## src/rtl/vend_change_out.sv

```systemverilog
// vend_change_out
//   Output-side controller for the vending FSM. It turns the latched credit
//   into physical actuation:
//     1. a product-dispense pulse,
//     2. change paid one coin at a time on the shared 2-bit coin code,
//     3. a credit-clear / done handshake back to the FSM.
//
// Ports
//   clk          : rising-edge clock
//   rst_n        : synchronous active-low reset
//   credit_in    : credit in nickel units; sampled only in IDLE
//   vend_req     : vend request; sampled only in IDLE
//   cancel_req   : refund request; sampled only in IDLE, wins over vend_req
//   hopper_ready : hopper can accept a coin pulse
//   dispense     : product release pulse, PULSE_CYCLES wide
//   coin_out     : 01 nickel, 10 dime, 11 quarter, 00 none
//   coin_valid   : coin pulse active, PULSE_CYCLES wide
//   busy         : block is not in IDLE
//   denied       : one-cycle pulse, vend refused for insufficient credit
//   credit_clr   : one-cycle pulse, FSM must zero its credit
//   done         : one-cycle pulse at transaction end, with credit_clr
`timescale 1ns/1ps

module vend_change_out #(
    parameter int PRICE_N      = 6,
    parameter int PULSE_CYCLES = 4,
    parameter int GAP_CYCLES   = 2
) (
    input  logic       clk,
    input  logic       rst_n,
    input  logic [3:0] credit_in,
    input  logic       vend_req,
    input  logic       cancel_req,
    input  logic       hopper_ready,
    output logic       dispense,
    output logic [1:0] coin_out,
    output logic       coin_valid,
    output logic       busy,
    output logic       denied,
    output logic       credit_clr,
    output logic       done
);

    // One shared down-counter times both the pulses and the gaps.
    localparam int CNT_MAX = (PULSE_CYCLES > GAP_CYCLES) ? PULSE_CYCLES : GAP_CYCLES;
    localparam int CNT_W   = (CNT_MAX > 1) ? $clog2(CNT_MAX) : 1;

    localparam logic [CNT_W-1:0] PULSE_LD = CNT_W'(PULSE_CYCLES - 1);
    localparam logic [CNT_W-1:0] GAP_LD   = CNT_W'(GAP_CYCLES - 1);
    localparam logic [3:0]       PRICE    = 4'(PRICE_N);

    typedef enum logic [2:0] {
        S_IDLE,
        S_VEND,
        S_CHG_SEL,
        S_COIN,
        S_GAP,
        S_FIN
    } state_t;

    state_t           r_state;
    logic [3:0]       r_remain;
    logic [CNT_W-1:0] r_cnt;
    logic             r_dispense;
    logic [1:0]       r_coin_out;
    logic             r_coin_valid;
    logic             r_busy;
    logic             r_denied;
    logic             r_credit_clr;
    logic             r_done;

    // Largest coin that does not exceed the remaining change.
    function automatic logic [1:0] pick_coin(input logic [3:0] rem);
        if (rem >= 4'd5)      return 2'b11;
        else if (rem >= 4'd2) return 2'b10;
        else                  return 2'b01;
    endfunction

    function automatic logic [3:0] coin_units(input logic [1:0] code);
        case (code)
            2'b01:   return 4'd1;
            2'b10:   return 4'd2;
            2'b11:   return 4'd5;
            default: return 4'd0;
        endcase
    endfunction

    always_ff @(posedge clk) begin
        if (!rst_n) begin
            r_state      <= S_IDLE;
            r_remain     <= '0;
            r_cnt        <= '0;
            r_dispense   <= 1'b0;
            r_coin_out   <= 2'b00;
            r_coin_valid <= 1'b0;
            r_busy       <= 1'b0;
            r_denied     <= 1'b0;
            r_credit_clr <= 1'b0;
            r_done       <= 1'b0;
        end else begin
            r_denied     <= 1'b0;
            r_credit_clr <= 1'b0;
            r_done       <= 1'b0;

            case (r_state)
                S_IDLE: begin
                    if (cancel_req) begin
                        r_remain <= credit_in;
                        r_busy   <= 1'b1;
                        r_state  <= S_CHG_SEL;
                    end else if (vend_req) begin
                        if (credit_in >= PRICE) begin
                            r_remain   <= credit_in - PRICE;
                            r_cnt      <= PULSE_LD;
                            r_dispense <= 1'b1;
                            r_busy     <= 1'b1;
                            r_state    <= S_VEND;
                        end else begin
                            r_denied <= 1'b1;
                        end
                    end
                end

                S_VEND: begin
                    if (r_cnt == '0) begin
                        r_dispense <= 1'b0;
                        r_state    <= S_CHG_SEL;
                    end else begin
                        r_cnt <= r_cnt - CNT_W'(1);
                    end
                end

                S_CHG_SEL: begin
                    if (r_remain == 4'd0) begin
                        r_credit_clr <= 1'b1;
                        r_done       <= 1'b1;
                        r_state      <= S_FIN;
                    end else if (hopper_ready) begin
                        r_coin_out   <= pick_coin(r_remain);
                        r_coin_valid <= 1'b1;
                        r_cnt        <= PULSE_LD;
                        r_state      <= S_COIN;
                    end
                end

                // The coin code register doubles as the record of what is
                // being paid, so the subtraction uses it on the last cycle.
                S_COIN: begin
                    if (r_cnt == '0) begin
                        r_remain     <= r_remain - coin_units(r_coin_out);
                        r_coin_out   <= 2'b00;
                        r_coin_valid <= 1'b0;
                        r_cnt        <= GAP_LD;
                        r_state      <= S_GAP;
                    end else begin
                        r_cnt <= r_cnt - CNT_W'(1);
                    end
                end

                S_GAP: begin
                    if (r_cnt == '0) begin
                        r_state <= S_CHG_SEL;
                    end else begin
                        r_cnt <= r_cnt - CNT_W'(1);
                    end
                end

                S_FIN: begin
                    r_busy  <= 1'b0;
                    r_state <= S_IDLE;
                end

                default: begin
                    r_busy  <= 1'b0;
                    r_state <= S_IDLE;
                end
            endcase
        end
    end

    assign dispense   = r_dispense;
    assign coin_out   = r_coin_out;
    assign coin_valid = r_coin_valid;
    assign busy       = r_busy;
    assign denied     = r_denied;
    assign credit_clr = r_credit_clr;
    assign done       = r_done;

endmodule

```

## config.mk

```make
export PLATFORM = sky130hd
export DESIGN_NAME = vend_change_out
export DESIGN_NICKNAME = d
export VERILOG_FILES = /design/src/rtl/vend_change_out.sv
export SDC_FILE = /design/constraint.sdc
export NUM_CORES = 1
export LEC_CHECK = 0
export ABC_AREA = 1
export ABC_CLOCK_PERIOD_IN_PS = 3250
export BUFFER_PORTS_ARGS = -buffer_cell sky130_fd_sc_hd__buf_2
export CAP_MARGIN = 25
export CORE_MARGIN = 2
export CORE_UTILIZATION = 41
export CTS_CLUSTER_DIAMETER = 120
export DETAILED_ROUTE_END_ITERATION = 8
export GPL_ROUTABILITY_DRIVEN = 0
export PLACE_DENSITY = 0.59
export SLEW_MARGIN = 20
export SYNTH_ARGS = -nofsm -noshare
export SYNTH_HDL_FRONTEND = slang
export SYNTH_SLANG_ARGS = --single-unit
```

## constraint.sdc

```tcl
create_clock -name clk -period 3.25 [get_ports clk]
set_input_delay 0.65 -clock clk [delete_from_list [all_inputs] [get_ports clk]]
set_output_delay 0.65 -clock clk [all_outputs]
set_load 0.05 [all_outputs]
```

==> results.md, run 1 <==
Setup path:
- The buffers plus inverters on the worst setup path is 1.
- The category of the worst setup path launch point is a flip-flop.
- The startpoint identified for the worst register-to-register timing path is r_remain[0].
- The slowest stage of the critical path is the dfxtp_1 cell.
- The worst reg2reg path endpoint is r_remain[1].
- The critical path starts at coin_out[0].
- The type of destination of the critical path is a primary output.
- In this run the number of cells on the critical path is 1.
- Walking the worst path, the cells encountered are buf_2.
- The kind of cell adding the most delay to the critical path is flip-flops.
- For the worst setup path, the data arrival time is 980 ps.
- For the worst setup path, the data required time is 2600 ps.
- The highest fanout seen on the critical path is 5.
- The startpoint-to-endpoint class of the critical path is reg2out.
- The peak per-stage delay on the critical path is 410 ps.
- The register-to-register setup slack is 1660 ps.
- The path depth of the worst reg2reg path is 9.
- The end of the critical path is coin_out[0].

Timing:
- The worst max-slew margin expressed relative to the limit is 72.4%.
- For the final database, setup skew stands at 8.74 ps.
- The fraction of the cycle the final worst path needs is 50.1%.
- The shortest period the worst path allows is 1630 ps.
- The number of hold violations in the final report is 0.
- The highest attainable clock frequency is 614 MHz.
- At the pin with the least slew margin, the transition time is 411 ps.
- The sum of negative setup slack is 0 ps.
- Setup violations remaining at the end of the flow were counted as 0.
- Setup repair after global routing left no endpoint under its margin.
- The number of max-slew violations in the final report is 0.

Synthesis:
- The synthesized area divided by synthesized cell count is 6.14 µm².
- The register area share after synthesis is 28.2%.
- Summing the areas of all compound-gate instances in the mapped netlist gives 11.1% of the synthesized area.
- Summing the areas of all xor and xnor instances in the mapped netlist gives 1.54% of the synthesized area.
- After synthesis the netlist holds a flip-flop and latch count of 16.
- The total of warnings raised by yosys is 0.
- The adder and majority cell fraction of the synthesized area is 8.37%.
- Synthesis produced a netlist whose cell count is 185.
- The proportion of synthesized area in mux cells is 0%.
- The cell area that synthesis handed to floorplanning was 0.00114 mm².
- The area fraction in and, or, nand and nor cells after synthesis is 41.5%.
- The number of different library cells in the post-synthesis netlist is 24.
- The largest family of logic cells by synthesized area is simple AND/OR/NAND/NOR gates.
- The synthesized netlist net count is 201.

Pwr:
- The total design power is 0.00132 W.
- In this run the power density over the cells is 1050 mW/mm².
- The leakage power is 0.655 nW.
- Across the VDD grid, the largest voltage drop is 0.490 mV.

CTS:
- The number of buffers added for setup after CTS is 0.
- In this run the number of H-tree levels came out at 1.
- The cell chosen for the clock root is clkbuf_4.
- The number of hold buffers added after CTS was 0.
- The total of cells resized after clock tree synthesis is 0.
- The clock latency on the worst-skew pair is 280 ps.
- TritonCTS built the clock tree.
- The tree built by TritonCTS fans out to 16 sinks.
- The total CTS buffers is 3.
- Counting along the longest clock path gives a buffer depth of 2.
- Clock-pin slew was measured on the worst setup and hold paths at 90 ps.

Floorplan:
- The horizontal die dimension is 56.6 µm.
- The floorplan has 19 rows.
- For this configuration, the core starts out at a cell density of 42.3%.
- After floorplanning, the core was sized to cover 0.00269 mm².
- In this run the vertical extent of the chip is 56.6 µm.
- The die covers 0.00321 mm².
- The number of placed I/O pins is 17.

Final layout:
- After the last flow step, the layout net total stands at 219.
- The area taken by flip-flops and latches is 320 µm².
- Counting the fill cells in the layout gives 288.
- The multi-input gate area in the final layout is 711 µm².
- The count of inserted antenna diode cells is 0.
- Compared with the post-synthesis result, the final layout area differs by 11.1%.
- In the final layout, the share of cells above drive strength 1 is 17.9%.

Routing:
- The total wire length after detailed routing is 2.54 mm.
- Once detail routing completed, the nets flagged for antenna violations numbered 0.
- The count of TritonRoute iterations in the first routing pass is 4.
- The number of DRC violations after detailed-routing iteration 0 is 29.
- The detailed router placed 1163 vias in this run.
- The per-cell routed wire length is 10.9 µm.
- Using the TritonRoute via totals, the vias-per-cell ratio works out to 5.01.
- The number of DRC violations after detailed routing is 0.

GRT:
- Entering global routing, the biggest net connects 11 pins.
- For this run the aggregate overflow at the end of global routing stands at 0.
- The initial antenna violation count is 0.
- The wire length of the first global-routing pass is 4.49 mm.
- Global routing used 17.3% of the available tracks across all layers.
- The number of global-route vias before repair came to 1104.

Place:
- The number of buffer cells added on primary ports is 16.
- The sum of net half-perimeters after detailed placement is 2.03 mm.

Min path:
- The worst hold-check path type is reg2reg.

Run status:
- The run finished with clean final reports.

Job:
- The number of violations of the max-capacitance limit is 0.
## power breakdown
part | total (W) | switching, W | leakage, nW | internal (W)
Combinational | 0.000857 | 0.000569 | 0.509 | 0.000289
Sequential | 0.000357 | 0.0000862 | 0.132 | 0.000271
Clock | 0.000105 | 0.0000624 | 0.0138 | 0.0000430
Total | 0.00132 | 0.000717 | 0.655 | 0.000603
## how the worst min path moves through the flow
stage | start | slack, ps | endpoint | cells after the start
global placement | dispense | 450 | dispense | 2
CTS | dispense | 470 | dispense | 2
detailed placement | dispense | 450 | dispense | 2
global route | dispense | 480 | dispense | 2
floorplan | r_cnt[1] | 480 | r_cnt[1] | 2
finish | busy | 460 | busy | 2
## state kept, by name (all words and copies together), names as in the netlist
name and count:
r_cnt 2, busy 1, dispense 1, r_remain 4, denied 1, r_state 3, coin_valid 1, done 1
coin_out 2
## placed cells by master, fill, tap and decap left out, types with 5 or more instances in the layout
cell / netlist / final
dfxtp_1: 16 / 16
nand2_1: 56 / 56
ha_1: 6 / 6
inv_1: 18 / 18
nand3_1: 12 / 12
a21oi_1: 10 / 10
inv_2: 6 / 6
o21ai_1: 5 / 5
buf_2: 0 / 16
nor2_1: 29 / 29
## synth_stat cells (all sizes together)
| master | instances | area share, % |
|---|---|---|
| o211ai | 1 | 0.66 |
| nor3 | 2 | 0.88 |
| and2 | 1 | 0.55 |
| a21oi | 11 | 5.2 |
| a21boi | 1 | 0.66 |
| o21ai | 9 | 4.0 |
| nand3 | 13 | 6.2 |
| xnor2 | 2 | 1.5 |
| a211oi | 1 | 0.66 |
| nand2 | 60 | 21 |
| nor2 | 34 | 13 |
| inv | 24 | 7.9 |
| buf | 1 | 0.66 |
| dfxtp | 16 | 28 |
| ha | 6 | 6.6 |
| fa | 1 | 1.8 |
| clkbuf | 2 | 0.66 |
## layout make-up
type | count | area share, %
Clock buffer | 3 | 1.78
Multi-Input combinational cell | 142 | 56.3
Inverter | 24 | 7.14
Sequential cell | 16 | 25.4
Tap cell | 31 | 3.07
Timing Repair Buffer | 16 | 6.34
## per-stage QoR
step	setup slack, ps	std cells	utilization (%)	cell area (µm²)	hold slack [ps]
after floorplan	1380	185	-	1140	482
after global placement	1600	229	46.2	1240	451
after detailed placement	1590	229	46.2	1240	452
after CTS	1610	232	47.0	1260	468
after global routing	1530	232	47.0	1260	479
final	1620	232	47.0	1260	465
## worst register-to-register path: stages, from the launching register on
cell and delay, ps:
dfxtp_1 380, inv_1 60, ha_1 190, inv_1 80, fa_1 410, nand2_1 70
a21boi_0 160, nand2_1 60, nand2_1 70, a21oi_2 30
## cells by family after synthesis
kind of cell,Yosys count
simple gates,110
buf+inv,27
compound gates,23
flops,16
fa+ha+maj,7
xor+xnor,2
## metal layers
layer  track usage (%)  share of wire [%]  vias up  wire, µm
li1                  -                  -      618         -
met1              22.5                 50      515      1270
met2              29.1                 44       22      1110
met3              2.76                3.8        8        96
met4              5.78                2.2        0        57
met5                 0                  0        -         0
No activity file was read; power rests on OpenSTA's default activity.
==> inputs of run 2 (changes only) <==
--- a/config.mk
+++ b/config.mk
@@ -6,7 +6,7 @@
 export NUM_CORES = 1
 export LEC_CHECK = 0
 export ABC_AREA = 1
-export ABC_CLOCK_PERIOD_IN_PS = 3250
+export ABC_CLOCK_PERIOD_IN_PS = 1700
 export BUFFER_PORTS_ARGS = -buffer_cell sky130_fd_sc_hd__buf_2
 export CAP_MARGIN = 25
 export CORE_MARGIN = 2
==> constraint.sdc (replaced) <==
create_clock -name clk -period 1.7 [get_ports clk]
set_input_delay 0.34 -clock clk [delete_from_list [all_inputs] [get_ports clk]]
set_output_delay 0.34 -clock clk [all_outputs]
set_load 0.05 [all_outputs]
==> run 2 against run 1 <==
  * Cell count is 0.43% higher
  * Design area is 1.5% higher
  * Global-route usage is 1.1 points higher
  * Critical path depth is 8 higher
  * Non-clock buffer count stayed put
  * Critical path type is now reg2reg
  * Critical endpoint is now r_remain[1]
  * Largest power group unchanged
==> results.md, run 2 (synthesis gave the netlist of run 1 again) <==
Run status:
- The run finished with clean final reports.

CTS:
- Buffers inserted during clock tree synthesis total 3.
- The clock transition at the register clock pins on the worst setup and hold paths after CTS is 100 ps.
- The number of buffers added for setup after CTS is 0.
- The cell chosen for the clock root is clkbuf_4.
- For the worst-skew pair, the clock arrives at the later sink with an insertion delay of 290 ps.
- No sink is reached through more buffers than the 2 on the longest clock path.
- Counting every sink on the clock net gives 16.
- The number of levels the H-tree was split into is 1.
- The CTS tree is built.

Timing:
- Setup repair after global routing left no endpoint under its margin.
- The final worst clock skew is 1.76 ps.
- Setup violations remaining at the end of the flow were counted as 0.
- The number of max-slew violations in the final report is 0.
- The slew of the pin with the lowest slew margin is 387 ps.
- In the final timing run, aggregate negative setup slack is 0 ps.
- The worst max-slew margin expressed relative to the limit is 74.0%.
- The number of hold violations in the final report is 0.
- Subtracting the final worst setup slack from the clock period gives 1570 ps.
- For this run, the top clock speed supported by timing is 638 MHz.
- The fraction of the cycle the final worst path needs is 92.2%.

Final layout:
- Summing all multi-input logic gate instances after layout gives 711 µm².
- The register with the most flip-flops is r_remain.
- Leaving out fill and tap cells, the most frequent cell in the layout is nand2_1.
- After the last flow step, the layout net total stands at 219.
- In the final layout, the registers with the most flip-flops are r_remain (4), r_state (3).
- Measured on the finished design, the core utilization comes to 47.7%.
- The top cell types in the final layout, fill and taps aside, are nand2_1 (56), nor2_1 (29), inv_1 (18).
- The share of cells above drive strength 1 is 20.3%.
- The layout-stage area growth over the synthesis result is 12.8%.
- The repair_antennas step left the layout with diodes totalling 0.
- In the final layout, flip-flops and latches occupy 325 µm².
- The number of filler cells placed in the layout is 291.
- The flip-flop count of the largest register, all copies and words added is 4.

Pwr:
- The worst ir drop on vdd is 0.993 mV.
- For this design the static power due to leakage is 0.663 nW.
- The sequential power share is 26.8%.
- The switching power total is 0.00137 W.
- The internal power contribution is 0.00121 W.
- The combinational cell fraction of total power is 63.1%.
- The switching power as a share of total power is 53.1%.
- The clock network fraction of design power is 10.2%.
- The power density over cell area is 2010 mW/mm².

Setup path:
- The critical path data arrival time is 1770 ps.
- The cell repeated most along the worst path is nand2_1.
- The path depth of the worst reg2reg path is 9.
- On the worst path, the slowest cell contributes a delay of 410 ps.
- Traced cell by cell, the critical path runs through inv_1 -> ha_1 -> inv_1 -> fa_1 -> nand2_1 -> a21boi_0 -> nand2_1 -> nand2_1 -> a21oi_2.
- The endpoint identified for the worst register-to-register timing path is r_remain[1].
- In this run the worst path has a maximum fanout of 4.
- For the worst setup path, the data required time is 1900 ps.
- Setup slack on the worst reg-to-reg path comes out at 130 ps.
- The startpoint-to-endpoint class of the critical path is reg2reg.
- In this run the critical register-to-register path is launched from r_remain[0].
- The highest-delay cell along the critical path is fa_1.
- The worst setup path is captured at a flip-flop.
- STA classifies the critical path startpoint as a flip-flop.

GRT:
- The maximum number of pins on one net before global-route repair is 11.
- Global routing used 18.4% of the available tracks across all layers.
- The initial antenna violation count came to 0.
- The first global-routing pass estimated 4.61 mm of wire.
- The number of global-route vias before repair was 1102.
- The leftover overflow at the end of global routing is 0.

Min path:
- The start point of the worst min-delay path is vend_req.
- For hold timing, the worst endpoint is denied.
- The worst hold-check path type is in2reg.
- The number of stages on the worst hold path is 3.

Routing:
- For this run, design rule violations remaining after detail routing come to 0.
- The total wire length after detailed routing is 2.51 mm.
- The detail route stage leaves a number of antenna-violating nets equal to 0.
- The per-cell routed wire length is 10.8 µm.
- The number of DRC violations after detailed-routing iteration 0 is 36.
- The average vias per placed instance is 4.85.
- The first TritonRoute pass finished after 4 iterations.
- The detailed-route via count is 1130.

Place:
- In this run the tool buffered the top-level ports with 16 buffer cells.
- Detailed placement ended at an HPWL of 2.02 mm.

Floorplan:
- The die span in y is 56.6 µm.
- In this run the horizontal extent of the chip is 56.6 µm.
- The area inside the core boundary is 0.00269 mm².
- The number of placed I/O pins is 17.
- The die covers 0.00321 mm².
- The initialized floorplan defines 19 standard-cell rows.
- The starting density of the core is 42.3%.

Job:
- Across the run, the number of max-cap violations was 0.
-- run 2: cell types whose count changed in the layout (fill, tap and decap cells not counted) --
cell / delta
o21ai_0: -1
clkbuf_8: +1
o21ai_1: +1
dfxtp_2: +4
dfxtp_1: -4
-- run 2: area by class of cell --
class | count | share of cell area (%)
Multi-Input combinational cell | 142 | 55.5
Sequential cell | 16 | 25.4
Inverter | 24 | 7.03
Timing Repair Buffer | 16 | 6.25
Tap cell | 31 | 3.03
Clock buffer | 4 | 2.83
-- run 2: what timing repair did --
action                                 CTS  global route
endpoints found under the hold margin    0             0
gates resized for setup                  0             3
setup endpoints to repair                0             2
hold buffers                             0             0
-- run 2: how the worst max path moves through the flow --
stage | endpoint | slack, ps | start | cells past startpoint
2_1_floorplan | r_remain[1] | 6 | coin_out[0] | 9
3_3_place_gp | r_remain[1] | 150 | r_remain[0] | 9
3_5_place_dp | r_remain[1] | 110 | r_remain[0] | 9
4_1_cts | r_remain[1] | 90 | r_remain[0] | 9
5_1_grt | r_remain[1] | 20 | r_remain[0] | 9
6_report | r_remain[1] | 130 | r_remain[0] | 9
-- run 2: worst max-delay path: cells and delay by family, from the launching register on --
kind / cells / cell delay [ps]
flops: 1 / 360
buf+inv: 2 / 130
compound gates: 2 / 200
simple gates: 3 / 210
fa+ha+maj: 2 / 600
-- run 2: stage by stage --
step	worst slack [ps]	instances	instance area (µm²)	power (W)	hold slack [ps]
3_3_place_gp	146	229	1240	0.00232	449
5_1_grt	22.7	233	1280	0.00292	329
4_1_cts	94.4	233	1280	0.00260	313
2_1_floorplan	6.29	185	1140	0.00201	482
6_report	132	233	1280	0.00258	325
3_5_place_dp	111	229	1240	0.00232	451
-- run 2: power groups by stage --
stage	Clock (W)	Sequential, W	Combinational, W
6_report	0.000262	0.000690	0.00162
5_1_grt	0.000298	0.000711	0.00191
4_1_cts	0.000277	0.000684	0.00164
3_5_place_dp	0	0.000693	0.00163
3_3_place_gp	0	0.000691	0.00162
2_1_floorplan	0	0.000771	0.00124
-- run 2: per-layer routing --
metal / share of wire [%] / wire (µm) / vias to the layer above / track usage [%]
met4: 1.2 / 31 / 0 / 7.14
li1: - / - / 616 / -
met2: 45 / 1140 / 16 / 29.6
met3: 3.4 / 85 / 4 / 3.23
met1: 50 / 1260 / 494 / 24.4
met5: 0 / 0 / - / 0
